$ cat src/rtl/fb_scanout.sv
// fb_scanout: VGA scan-out stage for an RGB444 frame-buffer bRAM (read port B).
// Generates 640x480@60 timing, drives the registered bRAM read address, and
// registers the read data out to the DAC pins with active-low hsync/vsync.
// Scanning starts and stops only on frame boundaries.
// Ports: clk, rstn (async, active low), pix_en (pixel tick), en (scan request),
//   addrb/doutb (bRAM port B, 1-clk read latency), vga_r/g/b, vga_hs, vga_vs,
//   frame_start (pulse at counter origin), scanning (FSM in SCAN).
// Optional: `define TEST_PATTERN_EN adds input pat_sel selecting 8 colour bars.
module fb_scanout #(
  parameter int H_ACTIVE = 640,
  parameter int H_FP     = 16,
  parameter int H_SYNC   = 96,
  parameter int H_BP     = 48,
  parameter int V_ACTIVE = 480,
  parameter int V_FP     = 10,
  parameter int V_SYNC   = 2,
  parameter int V_BP     = 33,
  parameter int ADDR_W   = 19,
  parameter int DATA_W   = 12
) (
  input  logic              clk,
  input  logic              rstn,
  input  logic              pix_en,
  input  logic              en,
`ifdef TEST_PATTERN_EN
  input  logic              pat_sel,
`endif
  output logic [ADDR_W-1:0] addrb,
  input  logic [DATA_W-1:0] doutb,
  output logic [3:0]        vga_r,
  output logic [3:0]        vga_g,
  output logic [3:0]        vga_b,
  output logic              vga_hs,
  output logic              vga_vs,
  output logic              frame_start,
  output logic              scanning
);
  localparam int HT = H_ACTIVE + H_FP + H_SYNC + H_BP;
  localparam int VT = V_ACTIVE + V_FP + V_SYNC + V_BP;
  localparam int CW = $clog2(HT > VT ? HT : VT);
  localparam logic [CW-1:0] H_ACT  = CW'(H_ACTIVE);
  localparam logic [CW-1:0] H_S0   = CW'(H_ACTIVE + H_FP);
  localparam logic [CW-1:0] H_S1   = CW'(H_ACTIVE + H_FP + H_SYNC);
  localparam logic [CW-1:0] H_LAST = CW'(HT - 1);
  localparam logic [CW-1:0] V_ACT  = CW'(V_ACTIVE);
  localparam logic [CW-1:0] V_S0   = CW'(V_ACTIVE + V_FP);
  localparam logic [CW-1:0] V_S1   = CW'(V_ACTIVE + V_FP + V_SYNC);
  localparam logic [CW-1:0] V_LAST = CW'(VT - 1);
  localparam logic [ADDR_W-1:0] A_LAST = ADDR_W'(H_ACTIVE * V_ACTIVE - 1);
  typedef enum logic {IDLE, SCAN} state_t;
  state_t state;
  logic [CW-1:0] h_cnt, v_cnt;
  logic h_end, v_end, frame_end, origin, active, hs_raw, vs_raw;
  logic act_d1, hs_d1, vs_d1, tick_q;
  logic [DATA_W-1:0] d_tick, src;
  logic [11:0] pixel;
  always_comb begin
    h_end     = h_cnt == H_LAST;
    v_end     = v_cnt == V_LAST;
    frame_end = h_end && v_end;
    origin    = h_cnt == '0 && v_cnt == '0;
    active    = h_cnt < H_ACT && v_cnt < V_ACT;
    hs_raw    = !(h_cnt >= H_S0 && h_cnt < H_S1);
    vs_raw    = !(v_cnt >= V_S0 && v_cnt < V_S1);
  end
  // Data for the address loaded two ticks ago: with back-to-back ticks it is
  // still on doutb; with sparse ticks doutb has already moved on to the next
  // address, so use the copy taken at the previous tick (addrb was held then).
  // pix_en is therefore either tied high or never high on consecutive clks.
  assign src = tick_q ? doutb : d_tick;
`ifdef TEST_PATTERN_EN
  logic [CW-1:0] h_d1;
  logic [2:0] bar;
  assign bar   = 3'(h_d1 / CW'(H_ACTIVE / 8));
  assign pixel = pat_sel ? {{4{bar[2]}}, {4{bar[1]}}, {4{bar[0]}}} : src[11:0];
`else
  assign pixel = src[11:0];
`endif
  assign scanning = state == SCAN;
  always_ff @(posedge clk or negedge rstn) begin
    if (!rstn) begin
      h_cnt       <= '0;
      v_cnt       <= '0;
      addrb       <= '0;
      state       <= IDLE;
      act_d1      <= 1'b0;
      hs_d1       <= 1'b1;
      vs_d1       <= 1'b1;
      tick_q      <= 1'b0;
      d_tick      <= '0;
      vga_r       <= '0;
      vga_g       <= '0;
      vga_b       <= '0;
      vga_hs      <= 1'b1;
      vga_vs      <= 1'b1;
      frame_start <= 1'b0;
`ifdef TEST_PATTERN_EN
      h_d1        <= '0;
`endif
    end else begin
      tick_q      <= pix_en;
      frame_start <= pix_en && origin;
      if (pix_en) begin
        h_cnt  <= h_end ? '0 : h_cnt + CW'(1);
        v_cnt  <= !h_end ? v_cnt : v_end ? '0 : v_cnt + CW'(1);
        // Running address: always points at the next pixel to be fetched.
        addrb  <= (frame_end || (active && addrb == A_LAST)) ? '0 :
                  active ? addrb + ADDR_W'(1) : addrb;
        act_d1 <= active;
        hs_d1  <= hs_raw;
        vs_d1  <= vs_raw;
        d_tick <= doutb;
        vga_hs <= hs_d1;
        vga_vs <= vs_d1;
        {vga_r, vga_g, vga_b} <= (state == SCAN && act_d1) ? pixel : 12'h000;
        state  <= state == IDLE ? ((origin && en) ? SCAN : IDLE) :
                  ((frame_end && !en) ? IDLE : SCAN);
`ifdef TEST_PATTERN_EN
        h_d1   <= h_cnt;
`endif
      end
    end
  end
endmodule

$ cat config.mk
export PLATFORM = sky130hd
export DESIGN_NAME = fb_scanout
export DESIGN_NICKNAME = d
export VERILOG_FILES = /design/src/rtl/fb_scanout.sv
export SDC_FILE = /design/constraint.sdc
export NUM_CORES = 1
export LEC_CHECK = 0
export CAP_MARGIN = 20
export CORE_MARGIN = 2
export CORE_UTILIZATION = 57
export CTS_BUF_LIST = sky130_fd_sc_hd__clkbuf_4
export CTS_CLUSTER_DIAMETER = 60
export CTS_CLUSTER_SIZE = 40
export DETAILED_ROUTE_END_ITERATION = 12
export PLACE_DENSITY = 0.94
export SKIP_CTS_REPAIR_TIMING = 1
export SYNTH_ARGS = -nofsm -noshare
export SYNTH_HDL_FRONTEND = slang
export SYNTH_SLANG_ARGS = --single-unit
$ cat constraint.sdc
create_clock -name clk -period 2.7 [get_ports clk]
set_clock_uncertainty 0.2 [all_clocks]
set_input_delay 0.405 -clock clk [delete_from_list [all_inputs] [get_ports clk]]
set_output_delay 0.405 -clock clk [all_outputs]
set_load 0.02 [all_outputs]
# Word level (Yosys, flattened, before mapping)
# Index checks and enable logic that the tools add are counted.
[op_classes]
n_addsub = 3
order_cmp = 6
eq_ne = 3
mux = 9
n_reduce_logical = 19
[ops]
columns = ["op", "count"]
rows = [
  ["19-bit 2-to-1 mux", 2],
  ["12-bit 2-to-1 mux", 2],
  ["10-bit by 1-bit adder with 10-bit output, second input constant", 2],
  ["10-bit equality test, second input constant", 2],
  ["10-bit zero test", 2],
  ["10-bit < comparator, second input constant", 2],
  ["10-bit by 9-bit < comparator with 1-bit output, second input constant", 2],
  ["10-bit 2-to-1 mux", 2],
  ["19-bit by 1-bit adder with 19-bit output, second input constant", 1],
  ["19-bit equality test, second input constant", 1],
  ["10-bit >= comparator, second input constant", 1],
  ["10-bit by 9-bit >= comparator with 1-bit output, second input constant", 1],
  ["1-bit logical AND", 10],
  ["2-bit AND reduction", 2],
  ["1-bit zero test", 3],
  ["1-bit 2-to-1 mux", 3],
  ["2-bit nonzero test", 1],
  ["1-bit logical OR", 1],
]
[word_totals]
ff_bits = 71
input_bits = 16
out_inout_bits = 35
wordCells = 55

# Longest topological paths before layout
# Gate-level depths: netlist of the first run.
[depth]
depth_word = 6
depth_mapped = 9

# Worst setup path after synthesis of the first run
# Ideal clock, no wire load.
[synth_timing]
path_type = "reg2reg"
start = "register addrb[0]"
end = "register addrb[10]"
arrival_time_ns = 1.800
required_ns = 2.374
setup_slack_ns = 0.574
path_stages_with_launch = 7
path_buffers = 0
cell_sequence = "dfrtp_1 -> ha_1 -> nand4_1 -> nor2_1 -> a32oi_4 -> nor2b_1 -> a221o_1"
[synth_between]
elab_chain_len = 5
elab_cells_between_ends = 8
cone_classes = "add/sub (1); eq/ne (1); mux (2); reduce/logical (4)"
[synth_lines]
columns = ["item", "line", "rtl"]
rows = [
  ["start, declared", "28", "output logic [ADDR_W-1:0] addrb,"],
  ["start signal, assigned", "107", "addrb <= (frame_end || (active && addrb == A_LAST)) ? '0 :"],
  ["parallel branches: the longest is 5 deep, another holds 19-bit by 1-bit adder with 19-bit output", "n/a", ""],
]
# Several ways; the timed one is not identified. The select of a mux whose other input is x is not followed.
# A chain may end at the register's enable or synchronous reset.

# Worst setup path after layout of the first run
[layout_timing]
start = "register v_cnt[0]"
end = "register addrb[6]"
[layout_between]
elab_chain_len = 6
elab_cells_between_ends = 9
cone_classes = "order compare (1); eq/ne (1); mux (1); reduce/logical (6)"
[layout_lines]
columns = ["item", "line", "rtl"]
rows = [
  ["start, declared", "52", "logic [CW-1:0] h_cnt, v_cnt;"],
  ["start signal, assigned", "105", "v_cnt <= !h_end ? v_cnt : v_end ? '0 : v_cnt + CW'(1);"],
  ["10-bit by 9-bit < comparator with 1-bit output", "62", "active = h_cnt < H_ACT && v_cnt < V_ACT;"],
  ["1-bit logical AND", "62", ""],
  ["1-bit logical AND", "107", ""],
  ["1-bit logical OR", "107", ""],
  ["2-bit nonzero test (no line)", "n/a", ""],
  ["2-bit AND reduction (no line)", "n/a", ""],
]
# Several ways; a longest one is shown, not always the timed one.

==> results.sh, run 1 <==
export IMPL_crit_path_start_kind="flop"
export IMPL_yosysWarnings=0
export IMPL_fill_cells=431
export IMPL_netlist_area_leader_share_pct=46.14
export IMPL_path_clk_slew_ns=0.12
export IMPL_io_buffers=50
export IMPL_crit_chain="inv_1, ha_1, nor2b_1, and3_1, a21boi_4, buf_4, nor2b_1, a221o_1"
export IMPL_ys_flop_type="dfrtp_1"
export IMPL_fin_crit_sh_pct=86.89
export IMPL_drive_above_1_share_pct=16.71
export IMPL_r2r_start="v_cnt[0]$_DFFE_PN0P_"
export IMPL_dr_pass1_iters=5
export IMPL_yosysUniqueCellTypes=59
export IMPL_drv_cap=0
export IMPL_grt_max_degree=32
export IMPL_ant_nets=0
export IMPL_synthCells=329
export IMPL_hold_class="primary input to async pin"
export IMPL_arrival_ns=2.46
export IMPL_path_class="flop to flop"
export IMPL_cts_htree_levels=3
export IMPL_cts_buffers=9
export IMPL_cp_slowest_cell="dfrtp_1"
export IMPL_crit_family="compound AO/OA/AOI/OAI gates"
export IMPL_yosys_area_top_type="dfrtp_1"
export IMPL_fmax_mhz=426.3
export IMPL_overflow=0
export IMPL_drt_wirelength_per_cell_um=16.86
export IMPL_rr_worst_depth=8
export IMPL_synth_commonest_cells="dfrtp_1 (67), nand2_1 (35), mux2_2 (16)"
export IMPL_nets=411
export IMPL_yosysMostFrequentCell="dfrtp_1"
export IMPL_power_mw=2.723
export IMPL_maxSlewHeadroom_pct=57.18
export IMPL_clockRootBuffer="clkbuf_4"
export IMPL_worst_path_buf_inv=2
export IMPL_p_leak_nw=1.828
export IMPL_timing_rr_end="addrb[6]$_DFFE_PN0P_"
export IMPL_setup_viol=0
export IMPL_tritoncts="yes"
export IMPL_clock_sinks=71
export IMPL_antenna_found_initial=0
export IMPL_clock_path_buffers=2
export IMPL_hold_violations=0
export IMPL_post_route_min_period_ns=2.346
export IMPL_worstPathRequired_ns=2.82
export IMPL_synth_area_leaders="dfrtp_1 (46%), mux2_2 (5.0%), nand2_1 (3.6%), mux2i_1 (3.3%), dfstp_2 (2.9%)"
export IMPL_synth_async_reset_ratio_pct=100.0
export IMPL_track_usage_pct=23.55
export IMPL_cp_depth=8
export IMPL_row_count=29
export IMPL_via_per_inst=6.136
export IMPL_drtIter0Drc=170
export IMPL_slew_violations=0
export IMPL_synth_seq_area_share_pct=49.04
export IMPL_status="completed"
export IMPL_start_util_pct=58.22
export IMPL_core_sq_mm=0.006241
export IMPL_fp_dieW_um=83.84
export IMPL_hpwl_um=5666
export IMPL_syn_nets=350
export IMPL_clk_latency_ns=0.42
export IMPL_place_congestion=0.8630
export IMPL_syn_avg_cell_area_sq_um=11.04
export IMPL_fp_dieH_um=83.84
export IMPL_critical_path_max_stage_delay_ns=0.40
export IMPL_end_kind="flop"
export IMPL_diodes=0
export IMPL_io_pins=51
export IMPL_cp_common_cell="nor2b_1"
export IMPL_regToRegSetupSlack_ns=0.35
export IMPL_fin_util_pct=70.47
export IMPL_dieArea_sq_mm=0.007029
export IMPL_synth_edf_count=0
export IMPL_grt_pass1_wl_um=13240
export IMPL_tightest_slew_ns=0.6423
export IMPL_setup_tns_ns=0
export IMPL_post_route_drc_count=0
export IMPL_power_density_mw_per_mm2=619.2
export IMPL_num_vias=2896
export IMPL_critPathMaxFanout=12
export IMPL_grt_setup_unrepaired="no"
export IMPL_grt_pass1_vias=2822
export IMPL_ir_drop_uv=414.5
export IMPL_wirelength_um=7957
export IMPL_syn2layout_area_growth_pct=21.04
export IMPL_synth_seq_cells=71
export IMPL_syn_area_sq_mm=0.003633
## report_power, final
part	total (mW)	switching (mW)	internal [mW]
clock network	0.692	0.396	0.297
registers	1.38	0.189	1.19
logic	0.653	0.328	0.324
total	2.72	0.912	1.81
## cells by family (layout without fill, tap and decap cells)
family | after synthesis | count (layout) | share of synthesized area [%]
simple gates | 120 | 120 | 19.15
flops | 71 | 71 | 49.04
compound gates | 70 | 70 | 15.74
mux | 28 | 28 | 8.265
buf+inv | 25 | 91 | 3.684
xor+xnor | 10 | 10 | 2.410
fa+ha+maj | 5 | 5 | 1.722
## worst max path at each step
stage / startpoint / to / slack, ns
5_1_grt: v_cnt[0]$_DFFE_PN0P_ / addrb[2]$_DFFE_PN0P_ / 0.17
6_report: v_cnt[0]$_DFFE_PN0P_ / addrb[6]$_DFFE_PN0P_ / 0.35
2_1_floorplan: addrb[0]$_DFFE_PN0P_ / addrb[10]$_DFFE_PN0P_ / 0.57
3_3_place_gp: pix_en / v_cnt[7]$_DFFE_PN0P_ / 0.12
4_1_cts: v_cnt[0]$_DFFE_PN0P_ / addrb[6]$_DFFE_PN0P_ / 0.35
3_5_place_dp: pix_en / v_cnt[7]$_DFFE_PN0P_ / 0.07
## layout by cell type (no fill, tap or decap), types with 3 or more instances in the layout
cell	Yosys	layout
dfrtp_1	67	67
clkdlybuf4s50_1	0	49
nand2_1	35	35
mux2_2	16	16
nor2_1	15	15
o21ai_0	14	14
mux2i_1	12	12
o2bb2ai_1	12	12
buf_4	2	12
inv_1	11	11
and3_1	11	11
nand4_1	10	10
clkbuf_4	0	10
nand3_1	9	9
nor3_1	6	6
xnor2_1	6	6
o31ai_1	6	6
a22oi_1	6	6
and2_1	5	5
o211ai_1	5	5
ha_1	5	5
xor2_1	4	4
a21oi_1	4	4
or3_1	4	4
dfstp_2	4	4
nor2b_1	3	3
or4_1	3	3
nor4_1	3	3
clkinvlp_4	0	3
## layer usage
layer	track usage (%)	vias to the layer above	share of wire [%]
met5	0	-	0
met4	9.531	0	1.4
met3	4.748	9	5.2
met2	37.31	100	50
met1	31.97	1442	44
li1	-	1345	-
## final cells by class
class,count,area [sq um],share of cell area (%)
well taps,77,96.34,2.191
clock inverters,6,70.07,1.593
multi-input cells,233,1718,39.06
repair buffers,64,615.6,14.00
clock buffers,10,75.07,1.707
flip-flops and latches,71,1782,40.51
inverters,11,41.29,0.9388
## per-stage QoR
step	instance area, sq um	hold WS, ns	std cells	worst slack (ns)
6_report	4398	0.2926	472	0.3541
5_1_grt	4398	0.3162	472	0.1730
3_5_place_dp	4243	0.2200	455	0.07129
3_3_place_gp	4243	0.2118	455	0.1192
2_1_floorplan	3633	-0.09059	329	0.5735
4_1_cts	4388	-0.2599	471	0.3532
## state kept, by name, summed over array words and instances (netlist names), 4 cells and up
name / count
h_cnt: 10
vga_b: 4
v_cnt: 10
d_tick: 12
vga_r: 4
vga_g: 4
addrb: 19
No activity file was read; power rests on OpenSTA's default activity.
==> run 2: changes to the inputs <==
- ABC_AREA: not set -> 1
- CELL_PAD_IN_SITES_DETAIL_PLACEMENT: not set -> 2
- CELL_PAD_IN_SITES_GLOBAL_PLACEMENT: not set -> 2
- CORE_UTILIZATION: 57 -> 33
- MAX_ROUTING_LAYER: not set -> met4
- PLACE_DENSITY: 0.94 -> 0.93
==> results.sh, run 2 <==
export IMPL_stdcell_count=718
export IMPL_maxSlewHeadroom_pct=37.67
export IMPL_fin_crit_sh_pct=84.92
export IMPL_synth_seq_area_share_pct=45.74
export IMPL_crit_chain="clkdlybuf4s50_1"
export IMPL_arrival_ns=1.69
export IMPL_track_usage_pct=23.53
export IMPL_drt_wirelength_per_cell_um=19.28
export IMPL_worstPathRequired_ns=2.10
export IMPL_place_congestion=0.8351
export IMPL_critical_path_max_stage_delay_ns=0.69
export IMPL_clock_sinks=71
export IMPL_dp_slack_ns=0.1138
export IMPL_crit_family="buffers and inverters"
export IMPL_p_leak_nw=2.209
export IMPL_via_per_inst=5.258
export IMPL_core_sq_mm=0.01147
export IMPL_cts_htree_levels=3
export IMPL_cp_slowest_cell="clkdlybuf4s50_1"
export IMPL_finalWorstSetupSlack_ns=0.4072
export IMPL_clock_path_buffers=2
export IMPL_post_route_drc_count=0
export IMPL_path_class="flop to output port"
export IMPL_drive_above_1_share_pct=7.130
export IMPL_fp_dieH_um=112.6
export IMPL_ir_drop_uv=275.9
export IMPL_tightest_slew_ns=0.9350
export IMPL_end_kind="output port"
export IMPL_tritoncts="yes"
export IMPL_setup_viol=0
export IMPL_synth_seq_cells=71
export IMPL_syn_area_sq_mm=0.003895
export IMPL_clockRootBuffer="clkbuf_4"
export IMPL_ant_nets=0
export IMPL_clk_latency_ns=0.45
export IMPL_ys_flop_type="dfrtp_1"
export IMPL_worst_path_buf_inv=1
export IMPL_antenna_found_initial=0
export IMPL_synth_commonest_cells="nand2_1 (155), dfrtp_1 (67), inv_1 (59)"
export IMPL_post_route_min_period_ns=2.293
export IMPL_dp_cells=701
export IMPL_yosysWarnings=0
export IMPL_yosysUniqueCellTypes=31
export IMPL_largest_register_ffs=19
export IMPL_status="completed"
export IMPL_whs_ns=0.2865
export IMPL_row_count=39
export IMPL_grt_pass1_vias=4279
export IMPL_grt_setup_unrepaired="no"
export IMPL_synth_area_leaders="dfrtp_1 (43%), nand2_1 (15%), nand3_1 (6.0%), inv_1 (5.7%), o21ai_0 (5.7%)"
export IMPL_nets=591
export IMPL_drtIter0Drc=186
export IMPL_cts_buffers=9
export IMPL_io_buffers=50
export IMPL_drv_cap=0
export IMPL_netlist_area_leader_share_pct=43.05
export IMPL_hold_violations=0
export IMPL_layout_commonest_cell="nand2_1"
export IMPL_yosysMostFrequentCell="nand2_1"
export IMPL_io_pins=51
export IMPL_top_register="addrb"
export IMPL_yosys_area_top_type="dfrtp_1"
export IMPL_final_cell_mix="nand2_1 (155), dfrtp_1 (67), inv_1 (59), nor2_1 (50), clkdlybuf4s50_1 (49)"
export IMPL_crit_path_start_kind="flop"
export IMPL_hold_class="flop to flop"
export IMPL_num_vias=3775
export IMPL_critPathMaxFanout=8
export IMPL_syn_nets=538
export IMPL_syn2layout_area_growth_pct=19.69
export IMPL_grt_pass1_wl_um=23040
export IMPL_slew_violations=0
export IMPL_fp_dieW_um=112.6
export IMPL_hpwl_um=9933
export IMPL_reg_top3="addrb: 19 flops, d_tick: 12 flops"
export IMPL_synthCells=517
export IMPL_path_clk_slew_ns=0.13
export IMPL_synth_edf_count=0
export IMPL_diodes=0
export IMPL_syn_avg_cell_area_sq_um=7.534
export IMPL_overflow=0
export IMPL_synth_async_reset_ratio_pct=100.0
export IMPL_power_density_mw_per_mm2=597.3
export IMPL_fmax_mhz=436.1
export IMPL_grt_max_degree=72
export IMPL_dieArea_sq_mm=0.01269
export IMPL_setup_tns_ns=0
export IMPL_wirelength_um=13840
export IMPL_dr_pass1_iters=4
export IMPL_start_util_pct=33.97
[run 2: changes by cell type after synthesis, sizes merged, moves of 11 or more]
cell / previous run / this run
and3: 11 / 0
o2bb2ai: 12 / 0
mux2: 16 / 0
nor2: 15 / 55
mux2i: 12 / 0
nand3: 9 / 49
o21ai: 14 / 47
inv: 11 / 61
nand2: 35 / 161
[run 2: kinds of logic (layout without fill, tap and decap cells)]
family / Yosys count / after routing / share of synthesized area (%)
AND/OR/NAND/NOR: 293 / 293 / 33.15
buffers and inverters: 74 / 132 / 7.999
flip-flops: 71 / 71 / 45.74
AO/OA/AOI/OAI: 58 / 58 / 7.902
XOR/XNOR: 16 / 16 / 3.598
adder cells (fa/ha/maj): 5 / 5 / 1.606
[run 2: per-stage QoR]
stage               utilization (%)  total power [mW]  area (sq um)
CTS                           40.57             2.805          4652
finish                        40.65             2.785          4662
global route                  40.65             2.954          4662
detailed placement            39.41             2.071          4519
floorplan                         -             1.785          3895
global placement              39.41             1.992          4519
[run 2: worst paths after layout]
| kind | from | end | slack [ns] | depth (start not counted) |
|---|---|---|---|---|
| min in group asynchronous | rstn | h_cnt[7]$_DFFE_PN0P_ | 0.43 | 2 |
| worst min-delay path | vs_d1$_DFFE_PN1P_ | vga_vs$_DFFE_PN1P_ | 0.29 | 2 |
| max in group asynchronous | rstn | addrb[4]$_DFFE_PN0P_ | 1.26 | 2 |
| worst min register to register | vs_d1$_DFFE_PN1P_ | vga_vs$_DFFE_PN1P_ | 0.29 | 2 |
| worst max register to register | addrb[0]$_DFFE_PN0P_ | addrb[13]$_DFFE_PN0P_ | 0.55 | 9 |
| worst max-delay path | addrb[15]$_DFFE_PN0P_ | addrb[15] | 0.41 | 1 |
[run 2: power breakdown]
part           switching (mW)  leakage (nW)  internal (mW)
combinational           0.464          1.24          0.218
sequential              0.179         0.895           1.20
clock                   0.425        0.0719          0.296
total                    1.07          2.21           1.72
[run 2: routing by layer]
metal  share of wire [%]  track usage [%]
met5                   0                -
met4                 1.9            6.667
met3                 2.6            3.672
met2                  52            40.24
met1                  44            28.89
[run 2: layout make-up]
cell class | count | area, sq um
fill | 1358 | 6805
inverter | 61 | 229.0
sequential | 71 | 1782
tap | 143 | 178.9
clock inverter | 5 | 50.05
multi-input combinational | 372 | 1802
timing repair buffer | 55 | 538.0
clock buffer | 11 | 82.58
